`config.mk`:
```
export PLATFORM = sky130hd
export DESIGN_NAME = regfile_wb
export DESIGN_NICKNAME = d
export VERILOG_FILES = /design/src/rtl/regfile_wb.sv
export SDC_FILE = /design/constraint.sdc
export NUM_CORES = 1
export LEC_CHECK = 0
export ABC_CLOCK_PERIOD_IN_PS = 3700
export BUFFER_PORTS_ARGS = -buffer_cell sky130_fd_sc_hd__buf_2
export CAP_MARGIN = 10
export CORE_AREA = 5 5 216 218
export DETAILED_ROUTE_END_ITERATION = 10
export DIE_AREA = 0 0 221 223
export PLACE_DENSITY_LB_ADDON = 0.08
export SLEW_MARGIN = 20
export SYNTH_ARGS = -nofsm -noshare
export SYNTH_HDL_FRONTEND = slang
export SYNTH_SLANG_ARGS = --single-unit
```
`constraint.sdc`:
```
create_clock -name clk -period 3.7 [get_ports clk]
set_input_delay 0.74 -clock clk [delete_from_list [all_inputs] [get_ports clk]]
set_output_delay 0.74 -clock clk [all_outputs]
set_load 0.05 [all_outputs]
```
`src/rtl/regfile_wb.sv`:
```
// Register bank with a small write-back queue in front of it. Writes are
// accepted into a FIFO and committed one per cycle to the bank, so a stall
// (hold) or a discard (flush) can act on not-yet-committed writes.
module regfile_wb #(
   parameter int unsigned WIDTH = 32,
   parameter int unsigned NREG  = 16,
   parameter int unsigned DEPTH = 2
) (
   input  logic             clk,
   input  logic             rst,
   input  logic             wr_valid,
   output logic             wr_ready,
   input  logic [3:0]       wr_addr,
   input  logic [WIDTH-1:0] wr_data,
   input  logic             hold,
   input  logic             flush,
   output logic [WIDTH-1:0] R0,
   output logic [WIDTH-1:0] R1,
   output logic [WIDTH-1:0] R2,
   output logic [WIDTH-1:0] R3,
   output logic [WIDTH-1:0] R4,
   output logic [WIDTH-1:0] R5,
   output logic [WIDTH-1:0] R6,
   output logic [WIDTH-1:0] R7,
   output logic [WIDTH-1:0] R8,
   output logic [WIDTH-1:0] R9,
   output logic [WIDTH-1:0] R10,
   output logic [WIDTH-1:0] R11,
   output logic [WIDTH-1:0] R12,
   output logic [WIDTH-1:0] R13,
   output logic [WIDTH-1:0] R14,
   output logic [WIDTH-1:0] R15,
   output logic [NREG-1:0]  pending,
   output logic             empty
);

   localparam int unsigned    PtrW    = (DEPTH > 1) ? $clog2(DEPTH) : 1;
   localparam int unsigned    CntW    = $clog2(DEPTH + 1);
   localparam logic [PtrW-1:0] LastPtr = PtrW'(DEPTH - 1);
   localparam logic [CntW-1:0] FullCnt = CntW'(DEPTH);

   logic [WIDTH-1:0] regs_q [NREG];
   logic [WIDTH-1:0] regs_d [NREG];
   logic [3:0]       q_addr_q [DEPTH];
   logic [WIDTH-1:0] q_data_q [DEPTH];
   // Per-slot valid bits mirror count; they make the pending decode direct.
   logic [DEPTH-1:0] vld_q, vld_d;
   logic [PtrW-1:0]  rd_ptr_q, rd_ptr_d;
   logic [PtrW-1:0]  wr_ptr_q, wr_ptr_d;
   logic [CntW-1:0]  count_q, count_d;

   logic full;
   logic accept;
   logic commit;

   function automatic logic [PtrW-1:0] inc_ptr(input logic [PtrW-1:0] p);
      return (p == LastPtr) ? '0 : p + PtrW'(1);
   endfunction

   assign full     = (count_q == FullCnt);
   assign empty    = (count_q == '0);
   // Ready depends only on stored state and flush/rst, never on a same-cycle commit.
   assign wr_ready = !full && !flush && !rst;
   assign accept   = wr_valid && wr_ready;
   assign commit   = (count_q != '0) && !hold && !flush && !rst;

   // Next-state: flush wins over commit/accept; otherwise pop head and push tail.
   always_comb begin
      regs_d   = regs_q;
      vld_d    = vld_q;
      rd_ptr_d = rd_ptr_q;
      wr_ptr_d = wr_ptr_q;
      count_d  = count_q;
      if (flush) begin
         vld_d    = '0;
         rd_ptr_d = '0;
         wr_ptr_d = '0;
         count_d  = '0;
      end else begin
         if (commit) begin
            regs_d[q_addr_q[rd_ptr_q]] = q_data_q[rd_ptr_q];
            vld_d[rd_ptr_q]            = 1'b0;
            rd_ptr_d                   = inc_ptr(rd_ptr_q);
         end
         if (accept) begin
            vld_d[wr_ptr_q] = 1'b1;
            wr_ptr_d        = inc_ptr(wr_ptr_q);
         end
         unique case ({accept, commit})
            2'b10:   count_d = count_q + CntW'(1);
            2'b01:   count_d = count_q - CntW'(1);
            default: count_d = count_q;
         endcase
      end
   end

   // Control state and register bank, synchronous reset.
   always_ff @(posedge clk) begin
      if (rst) begin
         for (int i = 0; i < NREG; i++) regs_q[i] <= '0;
         vld_q    <= '0;
         rd_ptr_q <= '0;
         wr_ptr_q <= '0;
         count_q  <= '0;
      end else begin
         regs_q   <= regs_d;
         vld_q    <= vld_d;
         rd_ptr_q <= rd_ptr_d;
         wr_ptr_q <= wr_ptr_d;
         count_q  <= count_d;
      end
   end

   // Queue payload storage; only written at the accepting edge, no reset needed.
   always_ff @(posedge clk) begin
      if (accept) begin
         q_addr_q[wr_ptr_q] <= wr_addr;
         q_data_q[wr_ptr_q] <= wr_data;
      end
   end

   // Pending: OR of one-hot decodes of every valid queued address.
   always_comb begin
      pending = '0;
      for (int i = 0; i < DEPTH; i++) begin
         if (vld_q[i]) pending[q_addr_q[i]] = 1'b1;
      end
   end

   assign R0  = regs_q[0];
   assign R1  = regs_q[1];
   assign R2  = regs_q[2];
   assign R3  = regs_q[3];
   assign R4  = regs_q[4];
   assign R5  = regs_q[5];
   assign R6  = regs_q[6];
   assign R7  = regs_q[7];
   assign R8  = regs_q[8];
   assign R9  = regs_q[9];
   assign R10 = regs_q[10];
   assign R11 = regs_q[11];
   assign R12 = regs_q[12];
   assign R13 = regs_q[13];
   assign R14 = regs_q[14];
   assign R15 = regs_q[15];

endmodule

```
# ---- Word level (Yosys, flattened, before mapping)
# Memory sizes are Yosys's and may differ from the RTL's. A register that Yosys moved wholly into a read port is not among the register bits.
# Index checks and enable logic that the tools add are counted.
dict set report word_totals {
  memories 2
  out_inout_bits 530
  ramBits 72
  regBits 518
}
# name words width read_ports rd_ports_with_merged_regs wr line
set memory_table {}
lappend memory_table {q_data_q 2 32 1 1 1 45} ;# logic [WIDTH-1:0] q_data_q [DEPTH];
lappend memory_table {q_addr_q 2 4 3 1 1 44} ;# logic [3:0] q_addr_q [DEPTH];
dict set report classes {
  muxes 25
  eq_ne 3
  n_bitwise 6
  addsub 4
  n_lt_le_gt_ge 10
  reduce_logical 20
}
# op n
set ops {}
lappend ops {{512-bit bitwise mux} 1}
lappend ops {{32-bit demux with 4-bit select} 1}
lappend ops {{16-bit two-way mux} 2}
lappend ops {{32-bit two-way mux} 1}
lappend ops {{16-bit bitwise OR} 1}
lappend ops {{1-bit two-way mux} 12}
lappend ops {{1-bit logical AND} 11}
lappend ops {{4-bit by 5-bit < comparator with 1-bit output (second input constant)} 2}
lappend ops {{1-bit demux with 4-bit select} 2}
lappend ops {{4-bit by 1-bit greater-or-equal comparator with 1-bit output (second input constant)} 2}
lappend ops {{2-bit two-way mux} 3}
lappend ops {{5-bit greater-or-equal comparator (second input constant)} 1}
lappend ops {{5-bit by 1-bit < comparator with 1-bit output (second input constant)} 1}
lappend ops {{4-bit NOT with 5-bit output} 1}
lappend ops {{2-bit equality test (second input constant)} 2}
lappend ops {{1-bit zero test} 4}
lappend ops {{1-bit by 2-bit < comparator with 1-bit output (second input constant)} 2}
lappend ops {{2-bit case mux with 2 select lines} 1}
lappend ops {{2-bit nonzero test} 2}
lappend ops {{1-bit adder (second input constant)} 2}
lappend ops {{2-bit by 1-bit adder with 2-bit output (second input constant)} 1}
lappend ops {{2-bit bitwise AND} 1}
lappend ops {{1-bit demux with 1-bit select} 2}
lappend ops {{2-bit by 1-bit equality test with 1-bit output (second input constant)} 1}
lappend ops {{8 further kinds} 9}

# ---- Logic depth before layout (Yosys ltp)
dict set report logic_depth {
  word_depth 10
  ltp_mapped 8
  mapped_depth_nobuf 7
}

# ---- Worst setup path before layout
# OpenSTA, ideal clock, no wires.
dict set report synth_path {
  path_kind {in2reg}
  startpoint {input port flush}
  endpoint {memory q_addr_q[0][0], enable pin}
  path_stages 5
  setup_ns 0.391
  setup_slack_ns 0.253
  t_arrival_ns 3.056
  required_ns 3.309
  path_cell_list {or2_2 -> clkbuf_1 -> a21oi_1 -> nand3_1 -> inv_1}
}
dict set report synth_between {
  elab_chain_cells 6
}
# element line
set synth_rtl {}
lappend synth_rtl {{from (decl)} 16} ;# input logic flush,
lappend synth_rtl {{1-bit zero test} 63} ;# assign wr_ready = !full && !flush && !rst;
lappend synth_rtl {{1-bit logical AND (2 in a row)} 63}
lappend synth_rtl {{named net wr_ready} 12} ;# output logic wr_ready,
lappend synth_rtl {{1-bit logical AND} 64} ;# assign accept = wr_valid && wr_ready;
lappend synth_rtl {{1-bit two-way mux} 116} ;# if (accept) begin
lappend synth_rtl {{1-bit two-way mux (not written as such)} 117} ;# q_addr_q[wr_ptr_q] <= wr_addr;
lappend synth_rtl {{to (decl)} 44}
# The timed path passes the listed nets, and every way through them passes these cells.

==> impl_metrics.csv <==
group,metric,value,unit
outcome,status,"completed",
route,vias,16000,
setup_path,rr_endpoint,"R2[21]",
timing,clock_skew,0.0137,ns
power_and_ir_drop,p_total,13.0,mW
final_layout,top_register,"q_data_q",
logic_synthesis,syn_inst,1966,
setup_path,ff2ff_setup_slack,1.03,ns
clock_tree,cts_tree,"yes",
floorplan,die_area,49300,um2
final_layout,drive_gt1_frac,0.301,
route,wirelength,72000,um
clock_tree,insertion_delay,0.61,ns
global_routing,track_usage,0.278,
route,drcViolationCount,0,
clock_tree,clk_pin_slew,0.06,ns
setup_path,rr_worst_depth,5,
route,drt_iter0_markers,914,
placed_design,place_congestion,0.847,
floorplan,fp.dieH,223,um
timing,timing.final.crit_share,0.769,
setup_path,cp.required,2.96,ns
global_routing,grt_max_degree,276,
global_routing,grt_pass1_wl,106000,um
floorplan,initial_core_util,0.511,
route,ant_nets,0,
floorplan,dieWidth,221,um
timing,period_needed,2.85,ns
timing,report.final.slew_viol_count,0,
setup_path,crit_slowest_cell,"edfxtp_1",
setup_path,crit_path_max_incr_delay,0.45,ns
clock_tree,cts-hold-fix-buffers,0,
logic_synthesis,ys_ff_latch,591,
placed_design,port_buffers,570,
route,vias_per_cell,5.17,
global_routing,grt_pass1_vias,16000,
timing,fin_tns_setup,0,ns
timing,tightest_slew,0.991,ns
job,maxCapViolations,0,
setup_path,startpoint,"q_addr_q[0][2]",
placed_design,dp_hpwl,49600,um
final_layout,largest_reg_flops,64,
final_layout,area_delta_synth_final,22.6,%
final_layout,fin_nets,2480,
floorplan,io_pins,571,
setup_path,path_class,"register to primary output",
setup_path,worst-path-max-fanout,5,
timing,hold_violations,0,
floorplan,rows,78,
logic_synthesis,synth_nets,2008,
logic_synthesis,async_flop_share,0,
final_layout,seq_area,12600,um2
timing,timing.hold.ws,0.320,ns
logic_synthesis,yosysSeqAreaShare,0.550,
setup_path,end_kind,"primary output",
clock_tree,htreeDepth,2,
logic_synthesis,synth_cell_types,32,
timing,fmax,0.351,GHz
logic_synthesis,ys.flop_type,"dfxtp_1",
logic_synthesis,synth_area,22800,um2
timing,setup_violations,0,
final_layout,n_fill_cell,3745,
global_routing,gr-total-overflow,0,
timing,rsz0062_at_grt,"false",
clock_tree,root_buffer,"clkbuf_16",
hold_path,hold_class,"input pin to register",
clock_tree,numCtsBuffers,59,
floorplan,core-area,44700,um2
route,wl_per_cell,23.3,um
final_layout,post-route-util,0.626,
clock_tree,post_cts_buffers,0,
clock_tree,cts_resized,0,
power_and_ir_drop,powerDensity,465,nW/um2
setup_path,crit_chain,"nor2_1, nand2_1, o32ai_1, buf_2",
logic_synthesis,synth-edff-count,72,
timing,max_slew_margin,0.340,
setup_path,cp-endpoint,"pending[2]",
setup_path,critical_path.startpoint_type,"register",
power_and_ir_drop,p_leak,12.6,nW
route,dr.pass1.iters,5,
logic_synthesis,synth.avg_cell_area,11.6,um2
clock_tree,cts.sinks,591,
setup_path,cp.arrival,2.11,ns
final_layout,multi_input_area,9490,um2
power_and_ir_drop,irDropWorstVdd,0.000304,V
global_routing,grt_antenna_before_repair,7,
logic_synthesis,ys_warn_count,0,
clock_tree,max-clock-path-buffers,3,
-- worst min-delay path by stage --
stage | start | end | slack (ns) | depth (start not counted)
global route | wr_data[0] | q_data_q[0][0] | 0.29 | 1
detailed placement | R10[12] | R10[12] | 0.46 | 2
CTS | wr_data[0] | q_data_q[1][0] | 0.28 | 1
floorplan | wr_ptr_q | wr_ptr_q | 0.45 | 2
finish | wr_addr[2] | q_addr_q[0][2] | 0.32 | 1
global placement | R0[12] | R0[12] | 0.46 | 2
-- synthesized netlist by cell type (all sizes together), types with 3 or more instances --
cell	instances	area, um2
a21oi	6	30.0
buf	55	354
clkbuf	130	489
dfxtp	519	10400
edfxtp	72	2160
inv	10	37.5
mux2	3	33.8
mux2i	546	5470
nand2	8	30.0
nand2b	523	3270
nand3	9	45.0
nor2	14	60.1
o21ai	4	20.0
o22ai	12	75.1
o32ai	4	35.0
or2	35	219
-- stage by stage --
step	std cells	instance area, um2	worst slack [ns]
after global placement	2977	26000	0.779
final	3092	28000	0.853
after detailed placement	2977	26000	0.746
after global routing	3088	28000	0.774
after CTS	3088	28000	0.887
after floorplan	1966	22800	0.253
-- routing by layer --
layer | vias to the layer above | part of all wire | track usage
met5 | - | 0.00082 | 0
met4 | 8 | 0.040 | 0.106
met3 | 152 | 0.070 | 0.0753
met2 | 545 | 0.48 | 0.467
met1 | 7792 | 0.41 | 0.344
li1 | 7482 | - | -
-- placed cells by master, fill, tap and decap left out, drive strengths merged, types with 6 or more instances in the layout --
cell,n
dfxtp,519
or2,35
nand2b,523
clkbuf,75
inv,11
bufinv,6
edfxtp,72
a21oi,6
buf,596
nor2,14
o22ai,12
clkinv,28
mux2i,546
nand3,9
nand2,8
-- logic make-up after synthesis --
logic type                 share of synthesized area
adders and majority gates                   0.000548
DFF                                            0.550
muxes                                          0.241
xor gates and xnor gates                     0.00115
and+or+nand+nor                                0.162
AOI/OAI and AO/OA                            0.00740
buffers and inverters                         0.0386
-- where the power goes --
part,internal [mW],total (mW),switching (mW)
clock network,3.62,6.15,2.54
logic,0.134,0.362,0.227
registers,6.50,6.51,0.00660
-- worst max-delay path: cells and delay by family, from the launching register on --
| kind | cells | cell delay (ns) |
|---|---|---|
| flip-flops | 1 | 0.45 |
| AO/OA/AOI/OAI | 1 | 0.39 |
| buffers and inverters | 1 | 0.36 |
| AND/OR/NAND/NOR | 2 | 0.30 |
-- final cells by class --
| class | instances | share of cell area |
|---|---|---|
| antenna | 4 | 0.000358 |
| sequential | 591 | 0.448 |
| timing repair buffer | 596 | 0.112 |
| inverter | 10 | 0.00134 |
| clock buffer | 75 | 0.0600 |
| clock inverter | 36 | 0.0117 |
| tap | 600 | 0.0268 |
| multi-input combinational | 1180 | 0.339 |
(Power assumes the default switching activity.)
